## src/rtl/cordic_iter_ctrl.sv

```systemverilog
// Iterative CORDIC rotation engine: one shift-add datapath reused for ITER micro-rotations,
// wrapped in a three-state controller with valid/ready handshakes on both sides.
module cordic_iter_ctrl #(
    parameter int WIDTH = 32,
    parameter int ITER  = 16
) (
    input  logic             clk,
    input  logic             rst,
    input  logic             in_valid,
    output logic             in_ready,
    input  logic [WIDTH-1:0] x_in,
    input  logic [WIDTH-1:0] y_in,
    input  logic [WIDTH-1:0] z_in,
    output logic             out_valid,
    input  logic             out_ready,
    output logic [WIDTH-1:0] x_out,
    output logic [WIDTH-1:0] y_out,
    output logic [WIDTH-1:0] z_out,
    output logic             busy,
    output logic [4:0]       iter_cnt,
    output logic [1:0]       fsm_state
);

    // Handshakes: a transfer happens on a rising edge where valid and ready are both high.
    // The producer holds in_valid and its data until in_ready; results stay put until out_ready.

    localparam logic [1:0] ST_IDLE = 2'd0;
    localparam logic [1:0] ST_RUN  = 2'd1;
    localparam logic [1:0] ST_DONE = 2'd2;

    localparam logic [4:0] LAST_ITER = 5'(ITER - 1);

    logic [1:0]       r_state;
    logic [4:0]       r_iter;
    logic [WIDTH-1:0] r_x;
    logic [WIDTH-1:0] r_y;
    logic [WIDTH-1:0] r_z;
    logic [WIDTH-1:0] r_x_out;
    logic [WIDTH-1:0] r_y_out;
    logic [WIDTH-1:0] r_z_out;

    logic             w_d;
    logic [WIDTH-1:0] w_x_sh;
    logic [WIDTH-1:0] w_y_sh;
    logic [WIDTH-1:0] w_atan;
    logic [WIDTH-1:0] w_x_nx;
    logic [WIDTH-1:0] w_y_nx;
    logic [WIDTH-1:0] w_z_nx;

    // round(atan(2^-i) * 2^29); from i=10 on the entry is the power of two 2^(29-i)
    function automatic logic [31:0] atan_lut(input logic [4:0] idx);
        logic [31:0] v;
        case (idx)
            5'd0:    v = 32'h1921FB54;
            5'd1:    v = 32'h0ED63383;
            5'd2:    v = 32'h07D6DD7E;
            5'd3:    v = 32'h03FAB753;
            5'd4:    v = 32'h01FF55BB;
            5'd5:    v = 32'h00FFEAAE;
            5'd6:    v = 32'h007FFD55;
            5'd7:    v = 32'h003FFFAB;
            5'd8:    v = 32'h001FFFF5;
            5'd9:    v = 32'h000FFFFF;
            5'd10:   v = 32'h00080000;
            5'd11:   v = 32'h00040000;
            5'd12:   v = 32'h00020000;
            5'd13:   v = 32'h00010000;
            5'd14:   v = 32'h00008000;
            5'd15:   v = 32'h00004000;
            5'd16:   v = 32'h00002000;
            5'd17:   v = 32'h00001000;
            5'd18:   v = 32'h00000800;
            5'd19:   v = 32'h00000400;
            5'd20:   v = 32'h00000200;
            5'd21:   v = 32'h00000100;
            5'd22:   v = 32'h00000080;
            5'd23:   v = 32'h00000040;
            5'd24:   v = 32'h00000020;
            5'd25:   v = 32'h00000010;
            5'd26:   v = 32'h00000008;
            5'd27:   v = 32'h00000004;
            5'd28:   v = 32'h00000002;
            5'd29:   v = 32'h00000001;
            default: v = 32'h00000000;
        endcase
        return v;
    endfunction

    always_comb begin
        // A zero residual angle rotates the negative way
        w_d    = !r_z[WIDTH-1] && (r_z != '0);
        w_x_sh = $signed(r_x) >>> r_iter;
        w_y_sh = $signed(r_y) >>> r_iter;
        w_atan = WIDTH'(atan_lut(r_iter));
        if (w_d) begin
            w_x_nx = r_x - w_y_sh;
            w_y_nx = r_y + w_x_sh;
            w_z_nx = r_z - w_atan;
        end else begin
            w_x_nx = r_x + w_y_sh;
            w_y_nx = r_y - w_x_sh;
            w_z_nx = r_z + w_atan;
        end
    end

    always_ff @(posedge clk) begin
        if (rst) begin
            r_state <= ST_IDLE;
            r_iter  <= '0;
            r_x     <= '0;
            r_y     <= '0;
            r_z     <= '0;
            r_x_out <= '0;
            r_y_out <= '0;
            r_z_out <= '0;
        end else begin
            case (r_state)
                ST_IDLE: begin
                    if (in_valid) begin
                        r_x     <= x_in;
                        r_y     <= y_in;
                        r_z     <= z_in;
                        r_iter  <= '0;
                        r_state <= ST_RUN;
                    end
                end
                ST_RUN: begin
                    r_x <= w_x_nx;
                    r_y <= w_y_nx;
                    r_z <= w_z_nx;
                    if (r_iter == LAST_ITER) begin
                        r_x_out <= w_x_nx;
                        r_y_out <= w_y_nx;
                        r_z_out <= w_z_nx;
                        r_state <= ST_DONE;
                    end else begin
                        r_iter <= r_iter + 5'd1;
                    end
                end
                ST_DONE: begin
                    if (out_ready) begin
                        r_state <= ST_IDLE;
                    end
                end
                default: r_state <= ST_IDLE;
            endcase
        end
    end

    assign in_ready  = (r_state == ST_IDLE) && !rst;
    assign out_valid = (r_state == ST_DONE);
    assign busy      = (r_state != ST_IDLE);
    assign iter_cnt  = r_iter;
    assign x_out     = r_x_out;
    assign y_out     = r_y_out;
    assign z_out     = r_z_out;
    assign fsm_state = r_state;

endmodule

```

## config.mk

```make
export PLATFORM = sky130hd
export DESIGN_NAME = cordic_iter_ctrl
export DESIGN_NICKNAME = d
export VERILOG_FILES = /design/src/rtl/cordic_iter_ctrl.sv
export SDC_FILE = /design/constraint.sdc
export NUM_CORES = 1
export LEC_CHECK = 0
export ABC_CLOCK_PERIOD_IN_PS = 7800
export CORE_MARGIN = 2
export CORE_UTILIZATION = 43
export DETAILED_ROUTE_END_ITERATION = 6
export GPL_TIMING_DRIVEN = 0
export PLACE_DENSITY = 0.62
export SLEW_MARGIN = 15
export SYNTH_ARGS = -nofsm -noshare
export SYNTH_HDL_FRONTEND = slang
export SYNTH_SLANG_ARGS = --single-unit
```

## constraint.sdc

```tcl
create_clock -name clk -period 7.8 [get_ports clk]
set_clock_uncertainty 0.15 [all_clocks]
set_input_delay 1.56 -clock clk [delete_from_list [all_inputs] [get_ports clk]]
set_output_delay 1.56 -clock clk [all_outputs]
set_load 0.02 [all_outputs]
```

-- After elaboration in Yosys (flattened, before gate mapping)
Memory sizes are Yosys's and may differ from the RTL's. A register that Yosys moved wholly into a read port is not among the register bits.
Cells that the tools add are included.
- eq/ne operators: 7
- shift-type cells: 2
- reduce and logical (&&, ||, !) cells: 12
- add/sub/neg operators: 7
- muxes and demuxes: 18
- operator list (operator ; number):
    two-way mux 32 bit ; 6
    one-hot mux 32 bit (2 select lines) ; 3
    adder 32 bit ; 3
    subtractor 32 bit ; 3
    >>> shifter 32 x 5 -> 32 bit ; 2
    nonzero test 32 bit ; 1
    two-way mux 5 bit ; 4
    one-hot mux 5 bit (2 select lines) ; 1
    two-way mux 2 bit ; 3
    inequality test 2 bit (second input constant) ; 3
    one-hot mux 2 bit (3 select lines) ; 1
    AND reduction 3 bit ; 2
    adder 5 x 1 -> 5 bit (second input constant) ; 1
    == test 5 x 4 -> 1 bit (second input constant) ; 1
    AND reduction 2 bit ; 2
    nonzero test 2 bit ; 2
    == test 2 x 1 -> 1 bit (second input constant) ; 1
    == test 2 bit (second input constant) ; 1
    logical AND 1 bit ; 2
    zero test 1 bit ; 2
    zero test 2 bit ; 1
    inequality test 2 x 1 -> 1 bit (second input constant) ; 1
- input port bits: 100
- memories: 1
- word-level logic and storage cells: 55
- memory bits (read-only): 928
- output and inout port bits: 106
- register bits after elaboration: 199
- memory list (memory ; depth ; bits a word ; read ports ; clocked after memory_dff ; wr ports ; RTL line ; source):
    (no name shown) ; 32 ; 29 ; 1 ; 1 ; 0 ; 53 ; case (idx)

-- Logic depth before layout (Yosys ltp)
- depth in word-level cells: 5
- mapped depth: 28
- mapped depth without buffers: 23

-- Worst setup path before layout
Ideal clock, no wire load.
- path type: register to register
- from: register r_iter[2] (netlist: iter_cnt[2])
- to: register r_y[31]
- setup time: 0.128 ns
- clock period less this slack: 6.036 ns
- stages on the path, launching flop included: 28
- data arrival time: 5.758 ns
- slack: 1.764 ns
- buffers on the path: 5
- cell sequence: dfxtp_1 -> buf_2 -> buf_2 -> buf_2 -> buf_2 -> buf_1 -> mux4_2 -> mux2i_1 -> mux2i_1 -> mux2i_1 -> nand2_1 -> nor4b_1 -> nand2_1 -> or3_1 -> nand2_1 -> xnor2_1 -> ha_1 -> and2_1 -> nand2_1 -> nor2_1 -> a221oi_1 -> nand3b_1 -> o21a_1 -> a31o_2 -> a311oi_1 -> xnor2_1 -> a21oi_1 -> nor2_1
- cells in the longest elaborated chain, start to end: 4
- ends and longest elaborated chain (item ; RTL line ; source):
    start, declared ; 34 ; logic [4:0] r_iter;
    start signal, assigned ; 137 ; r_iter <= r_iter + 5'd1;
    >>> shifter 32 x 5 -> 32 bit * ; 92 ; w_x_sh = $signed(r_x) >>> r_iter;
    subtractor 32 bit or adder 32 bit (tied branches) ; 101, 97 ;
    two-way mux 32 bit * ; 95 ; if (w_d) begin
    one-hot mux 32 bit (2 select lines) * ; 117 ; case (r_state)
    end signal, assigned ; 121 ; r_y <= y_in;
    end signal, assigned ; 129 ; r_y <= w_y_nx;
    end, declared ; 36 ; logic [WIDTH-1:0] r_y;
Mark *: on every way between the ends. The rest lies on a longest branch, timed or not.
A chain may end at the register's enable or synchronous reset.

-- Worst setup path after layout
- from: register r_iter[3] (netlist: iter_cnt[3])
- to: register r_y[31]
The elaborated chain is that of the path after synthesis.

==> results by group <==
Run status
  – Status: finished, final reports clean

Finish
  – Final Non-Filler Cells: 3337
  – Finished Cell Area: 24100 sq um
  – Share of layout cells above drive strength 1: 0.0879
  – Area occupied by multi-input gates: 14900 sq um
  – Register area: 4570 sq um
  – Final net count: 2927
  – Util after Layout: 0.518
  – Diode count: 0
  – Fill cells: 4489
  – P&R area growth vs syn: 18.7%

Routing
  – Final antenna-violating net count: 0
  – Via density: 6.57
  – DRC Markers: 0
  – DR WL/cell: 29.2 um
  – Total wire length: 97500 um
  – DR pass1 iterations: 6
  – Vias: 21900
  – 1st-iter DRT viols: 2412

Logic synthesis
  – Number of flops mapped to enable cells by yosys: 0
  – Cells after Synth: 2474
  – Mux contribution to synthesized area: 0.177
  – Area share of the largest cell type after synthesis: 0.225
  – Post-Syn Nets: 2689
  – Largest family of logic cells by synthesized area: compound AO/OA/AOI/OAI gates
  – Ys flop type: dfxtp_1
  – Synth warn: 0
  – Top-count cell post-synth: nand2_1
  – Synth top cells by count: nand2_1 (283), nor2_1 (248), dfxtp_1 (228), a21oi_1 (215), mux2i_1 (141)
  – Post-synthesis simple-gate area fraction: 0.181
  – Synth Area in Adders: 0.0720
  – Distinct cells, synth: 85
  – Syn_area_per_cell: 8.21 sq um
  – Top cells by area, synth: dfxtp_1 (22%), mux4_2 (9.8%), mux2i_1 (7.0%)
  – Xor and xnor area share after synthesis: 0.0725
  – Synth area leader: dfxtp_1
  – Number of synthesized register bits: 228
  – Mapped Area: 20300 sq um
  – Synth Area in Compound Gates: 0.228
  – Asr flop ratio synth: 0
  – Sequential element share of the synthesized area: 0.225

Min path
  – Hold Path Stages: 2
  – Worst hold path type: reg -> reg

Critical path
  – Kind of critical path: reg -> reg
  – Most frequent CP cell: nand2_1
  – CP max-delay cell: buf_1
  – CP top delay family: buffers and inverters
  – CP max stage delay: 0.71 ns
  – Reg2Reg Depth: 25
  – Worst Path Buf+Inv: 5
  – Req. time, crit path: 8.08 ns
  – Critical path fanouts, max: 10
  – Type of destination of the critical path: register
  – Critical Path AT: 7.91 ns
  – Cell count along the critical path: 25
  – Worst R2R Setup Slack: 0.18 ns
  – Startpoint types: register

Clocking
  – Clock sinks: 228
  – CTS Buf Count: 27
  – Clock transition at the registers of the reported paths: 0.06 ns
  – Htree depth: 1
  – Clock Tree Buf Depth: 3
  – Worst-Skew Late Latency: 0.62 ns
  – Clock Root Buffer: clkbuf_16
  – CTS tree: built

Global route
  – Global Route Usage Sum: 0.383
  – First-pass GRT wire length: 141000 um
  – Number of global-route vias before repair: 21000
  – Initial antenna violation count: 2
  – Largest net degree at the start of global routing: 15
  – Gr ovfl total: 0

Placed design
  – PortBufs: 205
  – Place WS: -1.02 ns
  – Routability cong.: 1.05
  – Placed cell areas: 23100 sq um
  – Placed insts: 3286
  – HPWL after DPL: 76700 um

STA
  – Minimum clock period: 7.62 ns
  – Final setup margin: 0.176 ns
  – Fmax: 131 MHz
  – Hold Slack: 0.304 ns
  – Unrepaired setup endpoints after global routing: false
  – Slew HR: 0.191
  – Slew at the pin closest to its max-slew limit: 1.21 ns
  – Final hold viol count: 0
  – Setup TNS: 0 ns
  – Final setup fails: 0
  – Final worst path period share: 0.977
  – Slew Viols, Final: 0

Power and ir drop
  – Peak supply drop: 0.000275 V
  – PD cells: 261 nW/um^2
  – Design Power: 6.28 mW
  – P_leak: 9.04 nW

Die
  – Die footprint: 49000 sq um
  – Die Y: 221 um
  – IO Pins: 206
  – Die W: 221 um
  – Starting Density: 0.436
  – Row cnt: 79
  – Core ar.: 46600 sq um

Job
  – Max-Cap Viols: 0
==> cell usage in the layout (no fill, tap or decap), types with 13 or more instances in the layout <==
cell type	count
nand2_1	283
nor2_1	247
dfxtp_1	226
a21oi_1	214
clkdlybuf4s50_1	205
mux2i_1	137
clkbuf_1	121
a211oi_1	118
ha_1	112
o21ai_0	101
xnor2_1	99
mux4_2	88
xor2_1	68
nand3_1	44
a21o_1	44
inv_1	40
nor2b_1	39
nand2b_1	33
nor3_1	32
clkbuf_16	27
o21a_1	23
a31oi_1	21
and2_1	20
o31ai_1	19
o211ai_1	17
o22ai_1	16
buf_2	15
mux2_2	15
and3_1	15
nor4_1	14
nand4_1	14
buf_1	14
or3_1	13
buf_4	13
o21bai_1	13
a221oi_1	13
==> repair_timing <==
action / in CTS / in global routing
gates resized for setup: 12 / 26
buffers inserted: 0 / 4
setup endpoints to repair: 22 / 14
hold buffers: 0 / 0
pin swaps: 0 / 3
==> layer usage <==
metal | global-route usage | up-vias | part of all wire
met4 | 0.219 | 4 | 0.070
met3 | 0.0837 | 298 | 0.091
li1 | - | 9625 | -
met1 | 0.481 | 10700 | 0.39
met2 | 0.607 | 1278 | 0.44
met5 | 0 | - | 0.00027
==> worst min-delay path, cell delays in order (launching register included) <==
cell and delay, ns:
dfxtp_1 0.30, nand2_1 0.05, a21oi_1 0.05
==> cell type report <==
cell class / instances / area share
multi-input combinational: 2033 / 0.618
sequential: 228 / 0.189
timing repair buffer: 209 / 0.0864
clock buffer: 42 / 0.0328
buffer: 170 / 0.0326
tap: 607 / 0.0315
inverter: 43 / 0.00669
clock inverter: 5 / 0.00280
==> flip-flops by register name, summed over array words and instances, names as in the netlist <==
| signal | count |
|---|---|
| y_out | 32 |
| w_atan | 29 |
| r_x | 32 |
| z_out | 32 |
| r_y | 32 |
| x_out | 32 |
| fsm_state | 2 |
| iter_cnt | 5 |
| r_z | 32 |
==> where the power goes <==
group	switching, mW	leakage, nW	total, mW	internal (mW)
registers	0.238	1.87	1.51	1.27
clock network	0.542	0.418	1.27	0.728
logic	2.15	6.76	3.50	1.35
==> worst paths after layout <==
check,endpoint,start
max,r_y[31],iter_cnt[3]
min,z_out[12],z_out[12]
max reg2reg,r_y[31],iter_cnt[3]
min reg2reg,z_out[12],z_out[12]
==> cell families (layout without fill, tap and decap cells) <==
logic type,Yosys count,count (layout)
flip-flops,228,228
multiplexers,247,247
AO/OA/AOI/OAI,703,703
buffers and inverters,213,469
adder cells (fa/ha/maj),115,115
AND/OR/NAND/NOR,800,800
XOR/XNOR,168,168
Power figures use the tool's default switching activity.
